--- config.mk ---
export PLATFORM = sky130hd
export DESIGN_NAME = matmul_sp_acc_flat
export DESIGN_NICKNAME = d
export VERILOG_FILES = /design/src/rtl/matmul_sp_acc_if.sv /design/src/rtl/matmul_sp_acc.sv /design/src/flat_wrapper.sv
export SDC_FILE = /design/constraint.sdc
export NUM_CORES = 1
export LEC_CHECK = 0
export CORE_MARGIN = 3
export CORE_UTILIZATION = 60
export CTS_CLUSTER_DIAMETER = 150
export CTS_CLUSTER_SIZE = 8
export DETAILED_ROUTE_END_ITERATION = 8
export DONT_BUFFER_PORTS = 1
export PLACE_DENSITY_LB_ADDON = 0.25
export SYNTH_ARGS = -nofsm -noshare
export SYNTH_HDL_FRONTEND = slang
export SYNTH_SLANG_ARGS = --single-unit
--- constraint.sdc ---
create_clock -name clk_i -period 6 [get_ports clk_i]
set_input_delay 0 -clock clk_i [delete_from_list [all_inputs] [get_ports clk_i]]
set_output_delay 0 -clock clk_i [all_outputs]
set_load 0.02 [all_outputs]
--- src/rtl/matmul_sp_acc_if.sv ---
// Bus bundle between the matmul engine / bus slave and the result scratchpad.
// master drives commands, row beats and read requests; slave is the scratchpad.
interface matmul_sp_acc_if #(
    parameter int BUS_WIDTH   = 32,
    parameter int MAX_DIM     = 2,
    parameter int SP_NTARGETS = 4
);
    localparam int TW = (SP_NTARGETS > 1) ? $clog2(SP_NTARGETS) : 1;
    localparam int DW = $clog2(MAX_DIM + 1);
    localparam int IW = (MAX_DIM > 1) ? $clog2(MAX_DIM) : 1;

    logic                         start_i;
    logic                         clr_i;
    logic [TW-1:0]                tgt_i;
    logic                         acc_i;
    logic [DW-1:0]                dim_i;
    logic                         row_valid_i;
    logic                         row_ready_o;
    logic [MAX_DIM*BUS_WIDTH-1:0] row_data_i;
    logic                         rd_en_i;
    logic [TW-1:0]                rd_tgt_i;
    logic [IW-1:0]                rd_row_i;
    logic [IW-1:0]                rd_col_i;
    logic [BUS_WIDTH-1:0]         rd_data_o;
    logic                         rd_valid_o;
    logic                         busy_o;
    logic                         done_o;
    logic                         ovf_o;
    logic                         err_o;

    modport master (
        output start_i, clr_i, tgt_i, acc_i, dim_i, row_valid_i, row_data_i,
        output rd_en_i, rd_tgt_i, rd_row_i, rd_col_i,
        input  row_ready_o, rd_data_o, rd_valid_o, busy_o, done_o, ovf_o, err_o
    );

    modport slave (
        input  start_i, clr_i, tgt_i, acc_i, dim_i, row_valid_i, row_data_i,
        input  rd_en_i, rd_tgt_i, rd_row_i, rd_col_i,
        output row_ready_o, rd_data_o, rd_valid_o, busy_o, done_o, ovf_o, err_o
    );
endinterface

--- src/rtl/matmul_sp_acc.sv ---
// Multi-target result scratchpad: row writes (overwrite/accumulate), row-wise clear,
// and an independent registered random-access read port.
module matmul_sp_acc_lane #(
    parameter int BUS_WIDTH = 32
) (
    input  logic [BUS_WIDTH-1:0] old_v,
    input  logic [BUS_WIDTH-1:0] new_v,
    input  logic                 acc,
    output logic [BUS_WIDTH-1:0] res,
    output logic                 ovf
);
    logic [BUS_WIDTH-1:0] sum;
    assign sum = old_v + new_v;
    assign res = acc ? sum : new_v;
    // Signed overflow: operands agree in sign, wrapped sum does not.
    assign ovf = acc && (old_v[BUS_WIDTH-1] == new_v[BUS_WIDTH-1])
                     && (sum[BUS_WIDTH-1] != old_v[BUS_WIDTH-1]);
endmodule

module matmul_sp_acc #(
    parameter int DATA_WIDTH  = 16,
    parameter int BUS_WIDTH   = 32,
    parameter int MAX_DIM     = BUS_WIDTH / DATA_WIDTH,
    parameter int SP_NTARGETS = 4
) (
    input logic              clk_i,
    input logic              rst_ni,
    matmul_sp_acc_if.slave   bus
);
    localparam int TW = (SP_NTARGETS > 1) ? $clog2(SP_NTARGETS) : 1;
    localparam int DW = $clog2(MAX_DIM + 1);
    localparam int IW = (MAX_DIM > 1) ? $clog2(MAX_DIM) : 1;

    typedef enum logic [1:0] {IDLE, WRITE, CLEAR} state_e;
    typedef logic [MAX_DIM-1:0][BUS_WIDTH-1:0] row_t;

    state_e        state_q, state_d;
    logic [TW-1:0] tgt_q, tgt_d;
    logic          acc_q, acc_d;
    logic [DW-1:0] dim_q, dim_d;
    logic [IW-1:0] row_cnt, cnt_d;
    logic          ovf_q, ovf_d, done_q, done_d, err_q, err_d;
    logic          wr_row, clr_row;

    row_t [MAX_DIM-1:0] mem [SP_NTARGETS];
    row_t                old_row, new_row, res_row;
    logic [MAX_DIM-1:0]  lane_ovf;
    logic [BUS_WIDTH-1:0] rd_data_q;
    logic                 rd_vld_q;
    logic                 rd_in_range;

    assign old_row = mem[tgt_q][row_cnt];
    assign new_row = row_t'(bus.row_data_i);

    for (genvar j = 0; j < MAX_DIM; j++) begin : g_lane
        matmul_sp_acc_lane #(.BUS_WIDTH(BUS_WIDTH)) u_lane (
            .old_v (old_row[j]),
            .new_v (new_row[j]),
            .acc   (acc_q),
            .res   (res_row[j]),
            .ovf   (lane_ovf[j])
        );
    end

    always_comb begin
        state_d = state_q;
        tgt_d   = tgt_q;
        acc_d   = acc_q;
        dim_d   = dim_q;
        cnt_d   = row_cnt;
        ovf_d   = ovf_q;
        done_d  = 1'b0;
        err_d   = 1'b0;
        wr_row  = 1'b0;
        clr_row = 1'b0;
        case (state_q)
            IDLE: begin
                if (bus.start_i) begin
                    // A simultaneous clear is dropped and flagged; the start still counts.
                    err_d = bus.clr_i;
                    if (bus.dim_i != '0 && 32'(bus.dim_i) <= MAX_DIM) begin
                        state_d = WRITE;
                        tgt_d   = bus.tgt_i;
                        acc_d   = bus.acc_i;
                        dim_d   = bus.dim_i;
                        cnt_d   = '0;
                        ovf_d   = 1'b0;
                    end else begin
                        err_d = 1'b1;
                    end
                end else if (bus.clr_i) begin
                    state_d = CLEAR;
                    tgt_d   = bus.tgt_i;
                    cnt_d   = '0;
                end
            end
            WRITE: begin
                err_d = bus.start_i | bus.clr_i;
                if (bus.row_valid_i) begin
                    wr_row = 1'b1;
                    if (|lane_ovf) ovf_d = 1'b1;
                    if (DW'(row_cnt) == dim_q - DW'(1)) begin
                        state_d = IDLE;
                        done_d  = 1'b1;
                        cnt_d   = '0;
                    end else begin
                        cnt_d = row_cnt + IW'(1);
                    end
                end
            end
            CLEAR: begin
                err_d   = bus.start_i | bus.clr_i;
                clr_row = 1'b1;
                if (row_cnt == IW'(MAX_DIM - 1)) begin
                    state_d = IDLE;
                    done_d  = 1'b1;
                    cnt_d   = '0;
                end else begin
                    cnt_d = row_cnt + IW'(1);
                end
            end
            default: state_d = IDLE;
        endcase
    end

    always_ff @(posedge clk_i or negedge rst_ni) begin
        if (!rst_ni) begin
            state_q <= IDLE;
            tgt_q   <= '0;
            acc_q   <= 1'b0;
            dim_q   <= '0;
            row_cnt <= '0;
            ovf_q   <= 1'b0;
            done_q  <= 1'b0;
            err_q   <= 1'b0;
        end else begin
            state_q <= state_d;
            tgt_q   <= tgt_d;
            acc_q   <= acc_d;
            dim_q   <= dim_d;
            row_cnt <= cnt_d;
            ovf_q   <= ovf_d;
            done_q  <= done_d;
            err_q   <= err_d;
        end
    end

    always_ff @(posedge clk_i or negedge rst_ni) begin
        if (!rst_ni) begin
            for (int t = 0; t < SP_NTARGETS; t++) mem[t] <= '0;
        end else if (wr_row) begin
            mem[tgt_q][row_cnt] <= res_row;
        end else if (clr_row) begin
            mem[tgt_q][row_cnt] <= '0;
        end
    end

    assign rd_in_range = 32'(bus.rd_tgt_i) < SP_NTARGETS &&
                         32'(bus.rd_row_i) < MAX_DIM && 32'(bus.rd_col_i) < MAX_DIM;

    // Read samples the pre-edge array, so a same-cycle write returns the old value.
    always_ff @(posedge clk_i or negedge rst_ni) begin
        if (!rst_ni) begin
            rd_data_q <= '0;
            rd_vld_q  <= 1'b0;
        end else begin
            rd_vld_q <= bus.rd_en_i;
            if (bus.rd_en_i)
                rd_data_q <= rd_in_range ? mem[bus.rd_tgt_i][bus.rd_row_i][bus.rd_col_i] : '0;
        end
    end

    assign bus.row_ready_o = (state_q == WRITE);
    assign bus.busy_o      = (state_q != IDLE);
    assign bus.done_o      = done_q;
    assign bus.err_o       = err_q;
    assign bus.ovf_o       = ovf_q;
    assign bus.rd_data_o   = rd_data_q;
    assign bus.rd_valid_o  = rd_vld_q;
endmodule
--- src/flat_wrapper.sv ---
// flat-port wrapper written by rule: the top's interface ports become plain ports
module matmul_sp_acc_flat 
#(
    parameter int DATA_WIDTH  = 16,
    parameter int BUS_WIDTH   = 32,
    parameter int MAX_DIM     = BUS_WIDTH / DATA_WIDTH,
    parameter int SP_NTARGETS = 4
)
  (clk_i, rst_ni, bus_start_i, bus_clr_i, bus_tgt_i, bus_acc_i, bus_dim_i, bus_row_valid_i, bus_row_data_i, bus_rd_en_i, bus_rd_tgt_i, bus_rd_row_i, bus_rd_col_i, bus_row_ready_o, bus_rd_data_o, bus_rd_valid_o, bus_busy_o, bus_done_o, bus_ovf_o, bus_err_o);
  matmul_sp_acc_if #(.BUS_WIDTH(BUS_WIDTH), .MAX_DIM(MAX_DIM), .SP_NTARGETS(SP_NTARGETS)) bus_i ();
  input logic clk_i;
  input logic rst_ni;
  input wire logic [$bits(bus_i.start_i)-1:0] bus_start_i;
  input wire logic [$bits(bus_i.clr_i)-1:0] bus_clr_i;
  input wire logic [$bits(bus_i.tgt_i)-1:0] bus_tgt_i;
  input wire logic [$bits(bus_i.acc_i)-1:0] bus_acc_i;
  input wire logic [$bits(bus_i.dim_i)-1:0] bus_dim_i;
  input wire logic [$bits(bus_i.row_valid_i)-1:0] bus_row_valid_i;
  input wire logic [$bits(bus_i.row_data_i)-1:0] bus_row_data_i;
  input wire logic [$bits(bus_i.rd_en_i)-1:0] bus_rd_en_i;
  input wire logic [$bits(bus_i.rd_tgt_i)-1:0] bus_rd_tgt_i;
  input wire logic [$bits(bus_i.rd_row_i)-1:0] bus_rd_row_i;
  input wire logic [$bits(bus_i.rd_col_i)-1:0] bus_rd_col_i;
  output wire logic [$bits(bus_i.row_ready_o)-1:0] bus_row_ready_o;
  output wire logic [$bits(bus_i.rd_data_o)-1:0] bus_rd_data_o;
  output wire logic [$bits(bus_i.rd_valid_o)-1:0] bus_rd_valid_o;
  output wire logic [$bits(bus_i.busy_o)-1:0] bus_busy_o;
  output wire logic [$bits(bus_i.done_o)-1:0] bus_done_o;
  output wire logic [$bits(bus_i.ovf_o)-1:0] bus_ovf_o;
  output wire logic [$bits(bus_i.err_o)-1:0] bus_err_o;
  assign bus_i.start_i = bus_start_i;
  assign bus_i.clr_i = bus_clr_i;
  assign bus_i.tgt_i = bus_tgt_i;
  assign bus_i.acc_i = bus_acc_i;
  assign bus_i.dim_i = bus_dim_i;
  assign bus_i.row_valid_i = bus_row_valid_i;
  assign bus_i.row_data_i = bus_row_data_i;
  assign bus_i.rd_en_i = bus_rd_en_i;
  assign bus_i.rd_tgt_i = bus_rd_tgt_i;
  assign bus_i.rd_row_i = bus_rd_row_i;
  assign bus_i.rd_col_i = bus_rd_col_i;
  assign bus_row_ready_o = bus_i.row_ready_o;
  assign bus_rd_data_o = bus_i.rd_data_o;
  assign bus_rd_valid_o = bus_i.rd_valid_o;
  assign bus_busy_o = bus_i.busy_o;
  assign bus_done_o = bus_i.done_o;
  assign bus_ovf_o = bus_i.ovf_o;
  assign bus_err_o = bus_i.err_o;
  matmul_sp_acc #(.DATA_WIDTH(DATA_WIDTH), .BUS_WIDTH(BUS_WIDTH), .MAX_DIM(MAX_DIM), .SP_NTARGETS(SP_NTARGETS)) u_core (.clk_i(clk_i), .rst_ni(rst_ni), .bus(bus_i));
endmodule
=== Word level (Yosys, flattened, before mapping) ===
Cells that the tools add are included.

* Add/subtract/negate cells: 4
* Equality and inequality tests: 16
* Order comparisons: 8
* Bitwise gates (word level): 5
* $mul: 0
* Reduce and logical (&&, ||, !) cells: 21
* Shift operators: 0
* Div/mod/pow operators: 0
* Multiplexer cells: 52

{| class="wikitable"
|+ Operators with widths
! operator !! count
|-
| $mux W512 || 2
|-
| $mux W128 || 5
|-
| $and A512 B512 Y512 || 1
|-
| $bmux W128 S2 || 2
|-
| $bwmux W512 || 1
|-
| $not A512 Y512 || 1
|-
| $mux W64 || 5
|-
| $demux W128 S2 || 1
|-
| $mux W32 || 4
|-
| $add A32 B32 Y32 || 2
|-
| $demux W64 S1 || 1
|-
| $mux W2 || 9
|-
| $mux W1 || 17
|-
| $ne A2 B1 Y1 const B || 5
|-
| $reduce_and A5 Y1 || 2
|-
| $reduce_bool A2 Y1 || 5
|-
| $logic_and A1 B1 Y1 || 7
|-
| $ge A3 B3 Y1 const B || 2
|-
| $lt A1 B2 Y1 const B || 3
|-
| $not A2 Y3 || 2
|-
| $pmux W1 S2 || 3
|-
| $pmux W2 S3 || 1
|-
| $reduce_and A3 Y1 || 2
|-
| $ne A2 B2 Y1 const B || 2
|-
| other kinds (18) || 21
|}

* Bits in writable memories: 0
* Latch bits: 0
* Bits of input ports: 79
* Bits in read-only memories: 0
* Bits in registers: 556
* Memories: 0
* Logic and storage cells: 132

=== Logic depth before layout (Yosys ltp) ===
Gate-level depths: netlist of the first run.

* Word-level depth: 13
* Mapped depth: 17

=== Hierarchy ===
Synthesis of the first run repeated with hierarchy kept, for this count alone.

* Cell total of the unflattened synthesis: 2418
* Area total of the unflattened synthesis: 31766.7 um2

{| class="wikitable"
|+ By module, submodules not included
! module !! area an instance (um2) !! instances !! cells an instance
|-
| matmul_sp_acc || 27547.7 || 1 || 1846
|-
| matmul_sp_acc_lane || 2109.5 || 2 || 286
|}

=== Worst setup path after synthesis of the first run ===
No wires, ideal clock.

* Path type: reg2reg
* From: register u_core.tgt_q[0]
* To: register u_core.mem[186] (netlist bit)
* Path slack: 1450 ps
* Data required time: 5867 ps
* Data arrival time: 4417 ps
* Setup time: 133 ps
* Cell stages (with the launch flop): 17
* Clock period less this slack: 4550 ps
* Path through: dfrtp_1 -> buf_2 -> clkbuf_1 -> buf_1 -> mux4_2 -> mux2_2 -> ha_1 -> fa_1 -> a21o_1 -> a21oi_2 -> o211ai_1 -> nand4b_1 -> a21oi_2 -> o2111a_1 -> or3_1 -> a31oi_2 -> o21ai_1

* Word-level cells in the longest chain between the ends: 10

{| class="wikitable"
|+ Ends and longest elaborated chain
! item !! line !! RTL
|-
| start: declaration || matmul_sp_acc.sv:38 || <nowiki>logic [TW-1:0] tgt_q, tgt_d;</nowiki>
|-
| start signal: assignment || matmul_sp_acc.sv:138 || <nowiki>tgt_q <= tgt_d;</nowiki>
|-
| $not A2 Y3 (not written as such) (*) || matmul_sp_acc.sv:52, matmul_sp_acc.sv:152, matmul_sp_acc.sv:154 ||
|-
| $bmux W128 S2 || matmul_sp_acc.sv:52 || <nowiki>assign old_row = mem[tgt_q][row_cnt];</nowiki>
|-
| $mux W128 (not written as such) (2 in a row) || matmul_sp_acc.sv:52 ||
|-
| $mux W64 (not written as such) (2 in a row) || matmul_sp_acc.sv:52 ||
|-
| $add A32 B32 Y32 || matmul_sp_acc.sv:13 || <nowiki>assign sum = old_v + new_v;</nowiki>
|-
| $mux W32 || matmul_sp_acc.sv:14 || <nowiki>assign res = acc ? sum : new_v;</nowiki>
|-
| $bwmux W512 || matmul_sp_acc.sv:152 || <nowiki>mem[tgt_q][row_cnt] <= res_row;</nowiki>
|-
| $mux W512 (*) || matmul_sp_acc.sv:151 || <nowiki>end else if (wr_row) begin</nowiki>
|-
| end signal: indexed assignment || matmul_sp_acc.sv:152 ||
|-
| end: declaration || matmul_sp_acc.sv:45 || <nowiki>row_t [MAX_DIM-1:0] mem [SP_NTARGETS];</nowiki>
|}

Every way passes the cells marked *; elsewhere a longest branch is shown, timed or not. The select of a mux whose other input is x is not followed.
A chain may end at the register's enable or synchronous reset.

=== Worst setup path after layout of the first run ===
* From: register u_core.tgt_q[1]
* To: register u_core.mem[337] (netlist bit)

Same word-level chain as after synthesis.

==> flow_summary_export.csv, run 1 <==
group,metric,value,unit
grt,grt_pass1_wl,158000,µm
clock_network,numCtsBuffers,79,
worst_setup_path,arrival,5300,ps
timing,fin_crit_sh,81.2,%
logic_synthesis,synthTopCellsByArea,"dfrtp_1, mux4_2, o21ai_0",
clock_network,cts_root_buf,"clkbuf_16",
routing,wl_per_cell,30.4,µm
place,io_buffers,0,
timing,setup_slack,1130,ps
logic_synthesis,yosys.area.top_type,"dfrtp_1",
clock_network,cts_tree,"built",
power_and_ir_drop,p_per_area,558,nW/µm²
clock_network,holdBufCountCts,88,
routing,drtIter0Drc,3546,
floorplan,die_w,235,µm
status,outcome,"finished with violations",
timing,hold_viol,556,
layout,num-fill-cells,3605,
layout,postLayoutCoreUtil,67.8,%
clock_network,clkSlewWorstSetupHoldPaths,60,ps
clock_network,clkSinkCount,556,
routing,routed_wl,104000,µm
logic_synthesis,ys.flop_type,"dfrtp_1",
place,place_hpwl,59200,µm
clock_network,cts_resized,0,
grt,grt_pass1_vias,25500,
logic_synthesis,synth_seq_area_share,44.1,%
worst_setup_path,cp-start-kind,"flip-flop",
clock_network,clk_latency,620,ps
timing,clock_skew,28.7,ps
power_and_ir_drop,power.leakage,0.0152,µW
timing,setup_violations,0,
worst_setup_path,required,6430,ps
logic_synthesis,synth.avg_cell_area,11.5,µm²
floorplan,rows,83,
floorplan,ioPinCount,117,
layout,fin_nets,2889,
power_and_ir_drop,pwr-share-clk,20.8,%
logic_synthesis,synth_fp_nets,2896,
logic_synthesis,synth_edf_count,0,
grt,gr-total-overflow,0,
place,pre_cts_slack,1250,ps
status,violations,"hold timing",
layout,regArea,13900,µm²
timing,fin_tns_setup,0,ps
layout,drive_gt1_share,20.7,%
clock_network,ctsLongestPathBuffers,3,
logic_synthesis,netlist_area,31600,µm²
logic_synthesis,synth_seq_cells,556,
clock_network,htreeDepth,3,
power_and_ir_drop,p_switching,7920,µW
floorplan,die_area,55400,µm²
grt,grt_start_max_net_pins,557,
layout,fin_area,35100,µm²
worst_setup_path,cp_max_fo,53,
floorplan,core_area,51700,µm²
logic_synthesis,netlist_instances,2749,
min_path,holdCritPathClass,"input port to async pin",
logic_synthesis,synth_top_area_share,44.1,%
timing,fmax,205,MHz
worst_setup_path,endpoint_kind,"flip-flop",
place,gp_congestion,0.943,
logic_synthesis,yosys-top-cells-count,"dfrtp_1, nand2_1, o21ai_0",
layout,multiInputGateArea,16900,µm²
routing,num_vias,25300,
worst_setup_path,worst-setup-path-type,"flip-flop to flip-flop",
power_and_ir_drop,netSwitchingFraction,40.5,%
layout,syn2layout_area_growth,11.2,%
routing,vias_per_cell,7.37,
power_and_ir_drop,power_frac_comb,44.7,%
logic_synthesis,synthArstFlopShare,100,%
clock_network,post_cts_buffers,0,
timing,fin_crit,4870,ps
timing,drv_slew,0,
floorplan,die_h,235,µm
power_and_ir_drop,power.total,19600,µW
power_and_ir_drop,internal_power,11600,µW
timing,rsz0062_at_grt,"false",
logic_synthesis,ys_types,82,
grt,antenna_found_initial,8,
run,cap_violations,0,
power_and_ir_drop,max-vdd-ir-drop,0.000406,V
routing,ant_nets,0,
power_and_ir_drop,seqPwrFrac,34.5,%
place,placed_area,32000,µm²
timing,tightest_slew,1350,ps
timing,whs,-905,ps
logic_synthesis,synth.most_common_cell,"dfrtp_1",
routing,dr.pass1.iters,5,
grt,grtUsageTotal,37.7,%
routing,drc,0,
timing,relSlewSlack,10.2,%
logic_synthesis,yosysWarnings,0,
floorplan,initial_core_util,61.0,%
## placed cells by master, fill, tap and decap left out, types with 11 or more instances in the layout
| cell | netlist | layout |
|---|---|---|
| a21oi_1 | 73 | 73 |
| o21ai_1 | 42 | 42 |
| dlygate4sd3_1 | 0 | 85 |
| nand3_1 | 23 | 19 |
| nand2b_1 | 11 | 11 |
| nor2_1 | 62 | 62 |
| a21o_1 | 38 | 38 |
| and3_1 | 11 | 11 |
| inv_1 | 19 | 19 |
| a22oi_1 | 19 | 19 |
| mux4_2 | 288 | 288 |
| o21ai_0 | 433 | 433 |
| nor2b_1 | 15 | 15 |
| mux2_2 | 99 | 99 |
| xnor2_1 | 33 | 33 |
| xor2_1 | 13 | 13 |
| buf_4 | 0 | 23 |
| clkbuf_16 | 0 | 83 |
| ha_1 | 66 | 66 |
| nand2_1 | 486 | 474 |
| dfrtp_1 | 556 | 552 |
| a22o_1 | 65 | 65 |
| mux2i_1 | 29 | 29 |
## critical path, stage by stage (launching register included)
cell and delay (ps):
dfrtp_4 1050, buf_4 390, mux4_2 320, mux2_2 280, ha_1 370, and4_1 260, o2111ai_1 180, o221ai_1 440
o21a_1 210, xnor2_1 120, nor2_1 50, a21oi_1 710, o21ai_0 270
## power groups by stage
| stage | Combinational, µW | Sequential [µW] | Clock (µW) |
|---|---|---|---|
| 2_1_floorplan | 6580 | 6120 | 0 |
| 3_3_place_gp | 8170 | 6560 | 0 |
| 3_5_place_dp | 8380 | 6720 | 0 |
| 4_1_cts | 8550 | 6680 | 4080 |
| 5_1_grt | 9420 | 6900 | 4240 |
| 6_report | 8750 | 6750 | 4070 |
## worst paths after layout
check / depth (start not counted) / endpoint / start / slack [ps]
worst min-delay path: 0 / u_core.mem[323] / rst_ni / -900
max in group asynchronous: 0 / u_core.bus.rd_data_o[21] / rst_ni / 5820
worst min register to register: 2 / u_core.mem[6] / u_core.mem[6] / 500
worst max register to register: 12 / u_core.mem[337] / u_core.tgt_q[1] / 1130
min in group clk_i: 4 / u_core.row_cnt / bus_start_i / 30
worst max-delay path: 12 / u_core.mem[337] / u_core.tgt_q[1] / 1130
## per-stage QoR
step,std cells,hold slack (ps)
after floorplan,2749,-296
final,3436,-905
after detailed placement,3253,-264
after global routing,3433,-920
after global placement,3253,-268
after CTS,3431,-915
## area by class of cell
type / count / share of cell area (%)
Clock inverter: 4 / 0.160
Inverter: 20 / 0.214
Tap cell: 680 / 2.42
Sequential cell: 556 / 39.7
Timing Repair Buffer: 116 / 3.39
Clock buffer: 86 / 5.95
Antenna cell: 5 / 0.0357
Multi-Input combinational cell: 1969 / 48.1
## state kept, by name, summed over array words and instances (netlist names)
register               count
u_core.mem               512
u_core.bus.rd_data_o      32
u_core.dim_q               2
u_core.state_q             2
u_core.tgt_q               2
u_core.acc_q               1
u_core.bus.done_o          1
u_core.bus.err_o           1
u_core.bus.ovf_o           1
u_core.bus.rd_valid_o      1
u_core.row_cnt             1
## cell families (layout without fill, tap and decap cells)
kind of cell | count (synthesis) | count (layout) | synth area share (%)
multiplexers | 420 | 420 | 25.2
other | 0 | 5 | 0
buffers and inverters | 224 | 226 | 2.75
adder cells (fa/ha/maj) | 68 | 68 | 2.74
flip-flops | 556 | 556 | 44.1
AND/OR/NAND/NOR | 650 | 650 | 8.52
AO/OA/AOI/OAI | 783 | 783 | 15.3
XOR/XNOR | 48 | 48 | 1.38
## per-layer routing
metal  GRT usage [%]  wire (µm)  up-vias
met5               0         45        -
met4            15.9       4490        6
met3            15.0      15700      324
met2            55.8      46900     1933
met1            50.0      37300    12800
li1                -          -    10300
No activity file was read; power rests on OpenSTA's default activity.
==> run 2, diff against run 1 <==
- clock period: 6 -> 5 ns (I/O delays scaled with it)
==> run 2 against run 1 <==
  * Sequential power is 19% higher
  * Sequential cell count stayed put
  * Critical endpoint is now u_core.mem[319]
  * Sequential share of layout area is 0.36 points lower
  * Cell count is 0.79% higher
  * Via count is 1.0% higher
  * Fmax is 4.3% higher
  * The run ends with hold timing, slew limit left
  * Critical path type unchanged
  * Core utilization is 0.63 points higher
  * Die area stayed put
  * First-iteration DRC count is 2.9% higher
  * Final area is 0.93% higher
  * Clock skew hardly changed
==> flow_summary_export.csv, run 2 (synthesis results as in run 1) <==
group,metric,value,unit
timing,clock_skew,28.3,ps
clock_network,post_cts_buffers,0,
floorplan,rows,83,
clock_network,cts_tree,"built",
status,violations,"hold timing, slew limit",
timing,setup_slack,326,ps
worst_setup_path,cp-start-kind,"flip-flop",
clock_network,cts_root_buf,"clkbuf_16",
floorplan,die_h,235,µm
worst_setup_path,cp.depth,13,
layout,drive_gt1_share,21.5,%
floorplan,die_area,55400,µm²
grt,grt_pass1_wl,160000,µm
clock_network,holdBufCountCts,86,
routing,ant_nets,0,
layout,largest_reg_flops,512,
routing,wl_per_cell,30.3,µm
power_and_ir_drop,pwr-share-clk,20.7,%
timing,drv_slew,145,
power_and_ir_drop,power.leakage,0.0154,µW
floorplan,initial_core_util,61.0,%
place,placed_area,32300,µm²
layout,fin_area,35400,µm²
routing,drtIter0Drc,3650,
layout,layout_commonest_cell,"dfrtp_1",
status,outcome,"finished with violations",
worst_setup_path,rr_worst_depth,13,
run,cap_violations,0,
layout,layout_common_cells,"dfrtp_1, nand2_1, o21ai_0",
floorplan,die_w,235,µm
place,place_hpwl,60900,µm
worst_setup_path,arrival,5100,ps
clock_network,clk_latency,620,ps
power_and_ir_drop,p_per_area,674,nW/µm²
clock_network,numCtsBuffers,79,
floorplan,ioPinCount,117,
power_and_ir_drop,max-vdd-ir-drop,0.000389,V
grt,grt_pass1_vias,26000,
routing,routed_wl,105000,µm
worst_setup_path,cp_max_fo,17,
grt,grt_start_max_net_pins,557,
place,pre_cts_slack,372,ps
power_and_ir_drop,netSwitchingFraction,40.4,%
clock_network,clkSinkCount,556,
grt,grtUsageTotal,37.9,%
timing,fin_crit_sh,93.5,%
worst_setup_path,cp_slowest_stage_delay,680,ps
grt,gr-total-overflow,0,
power_and_ir_drop,internal_power,14200,µW
routing,vias_per_cell,7.39,
worst_setup_path,worst-setup-path-type,"flip-flop to flip-flop",
routing,dr.pass1.iters,6,
timing,hold_viol,556,
place,io_buffers,0,
layout,largest-register,"u_core.mem",
power_and_ir_drop,seqPwrFrac,33.6,%
power_and_ir_drop,power_frac_comb,45.7,%
worst_setup_path,crit_family,"compound AO/OA/AOI/OAI gates",
grt,antenna_found_initial,13,
timing,relSlewSlack,-26.1,%
power_and_ir_drop,power.total,23900,µW
routing,num_vias,25600,
worst_setup_path,crit_buf_inv,1,
clock_network,ctsLongestPathBuffers,3,
worst_setup_path,endpoint_kind,"flip-flop",
timing,rsz0062_at_grt,"false",
timing,setup_violations,0,
floorplan,core_area,51700,µm²
timing,fin_tns_setup,0,ps
timing,tightest_slew,1890,ps
timing,fmax,214,MHz
power_and_ir_drop,p_switching,9640,µW
routing,drc,0,
worst_setup_path,required,5430,ps
worst_setup_path,reg2reg_slack,330,ps
clock_network,htreeDepth,3,
worst_setup_path,path_cells,"buf_4, mux4_2, mux2_2, ha_1, a21o_1, a31o_2, o211ai_1, a31oi_1, o2111ai_1, a21oi_1, o21ai_2, xor2_2, o21ai_0",
place,gp_congestion,0.903,
layout,fin_nets,2914,
timing,whs,-914,ps
layout,syn2layout_area_growth,12.2,%
timing,fin_crit,4670,ps
worst_setup_path,cp_slowest_cell,"dfrtp_4",
min_path,holdCritPathClass,"input port to async pin",
clock_network,clkSlewWorstSetupHoldPaths,60,ps
[run 2: final cells by class]
class	instances	area [µm²]
Antenna cell	6	15.0
Clock buffer	88	2120
Timing Repair Buffer	141	1490
Multi-Input combinational cell	1969	16900
Clock inverter	3	55.1
Tap cell	680	851
Sequential cell	556	13900
Fill cell	3603	16300
Inverter	20	75.1
[run 2: final timing paths]
check / start / endpoint
setup / recovery: u_core.tgt_q[0] / u_core.mem[319]
hold / removal: rst_ni / u_core.mem[450]
setup reg to reg: u_core.tgt_q[0] / u_core.mem[319]
hold reg to reg: u_core.mem[19] / u_core.mem[19]
max in group asynchronous: rst_ni / u_core.mem[38]
min in group clk_i: bus_rd_tgt_i[1] / u_core.bus.rd_data_o[5]
[run 2: layer usage]
metal | global-route usage [%] | part of all wire, %
met1 | 51.1 | 36
met2 | 57.4 | 46
met3 | 11.8 | 13
met4 | 17.0 | 4.6
met5 | 0.433 | 0.084
[run 2: timing repair]
item / CTS / global route
endpoints found under the hold margin: 1112 / 556
setup endpoints to repair: 0 / 0
gates resized for setup: 0 / 0
[run 2: power groups by stage]
stage	Combinational [µW]	Clock [µW]	Sequential (µW)
finish	10900	4940	8030
detailed placement	10400	0	7970
CTS	10700	4940	7940
global route	11700	5140	8200
floorplan	7900	0	7340
global placement	10200	0	7790
[run 2: per-stage QoR]
| step | util, % | cells |
|---|---|---|
| after floorplan | - | 2749 |
| after global placement | 62.5 | 3280 |
| after detailed placement | 62.5 | 3280 |
| after CTS | 68.4 | 3457 |
| after global routing | 68.5 | 3461 |
| final | 68.5 | 3463 |
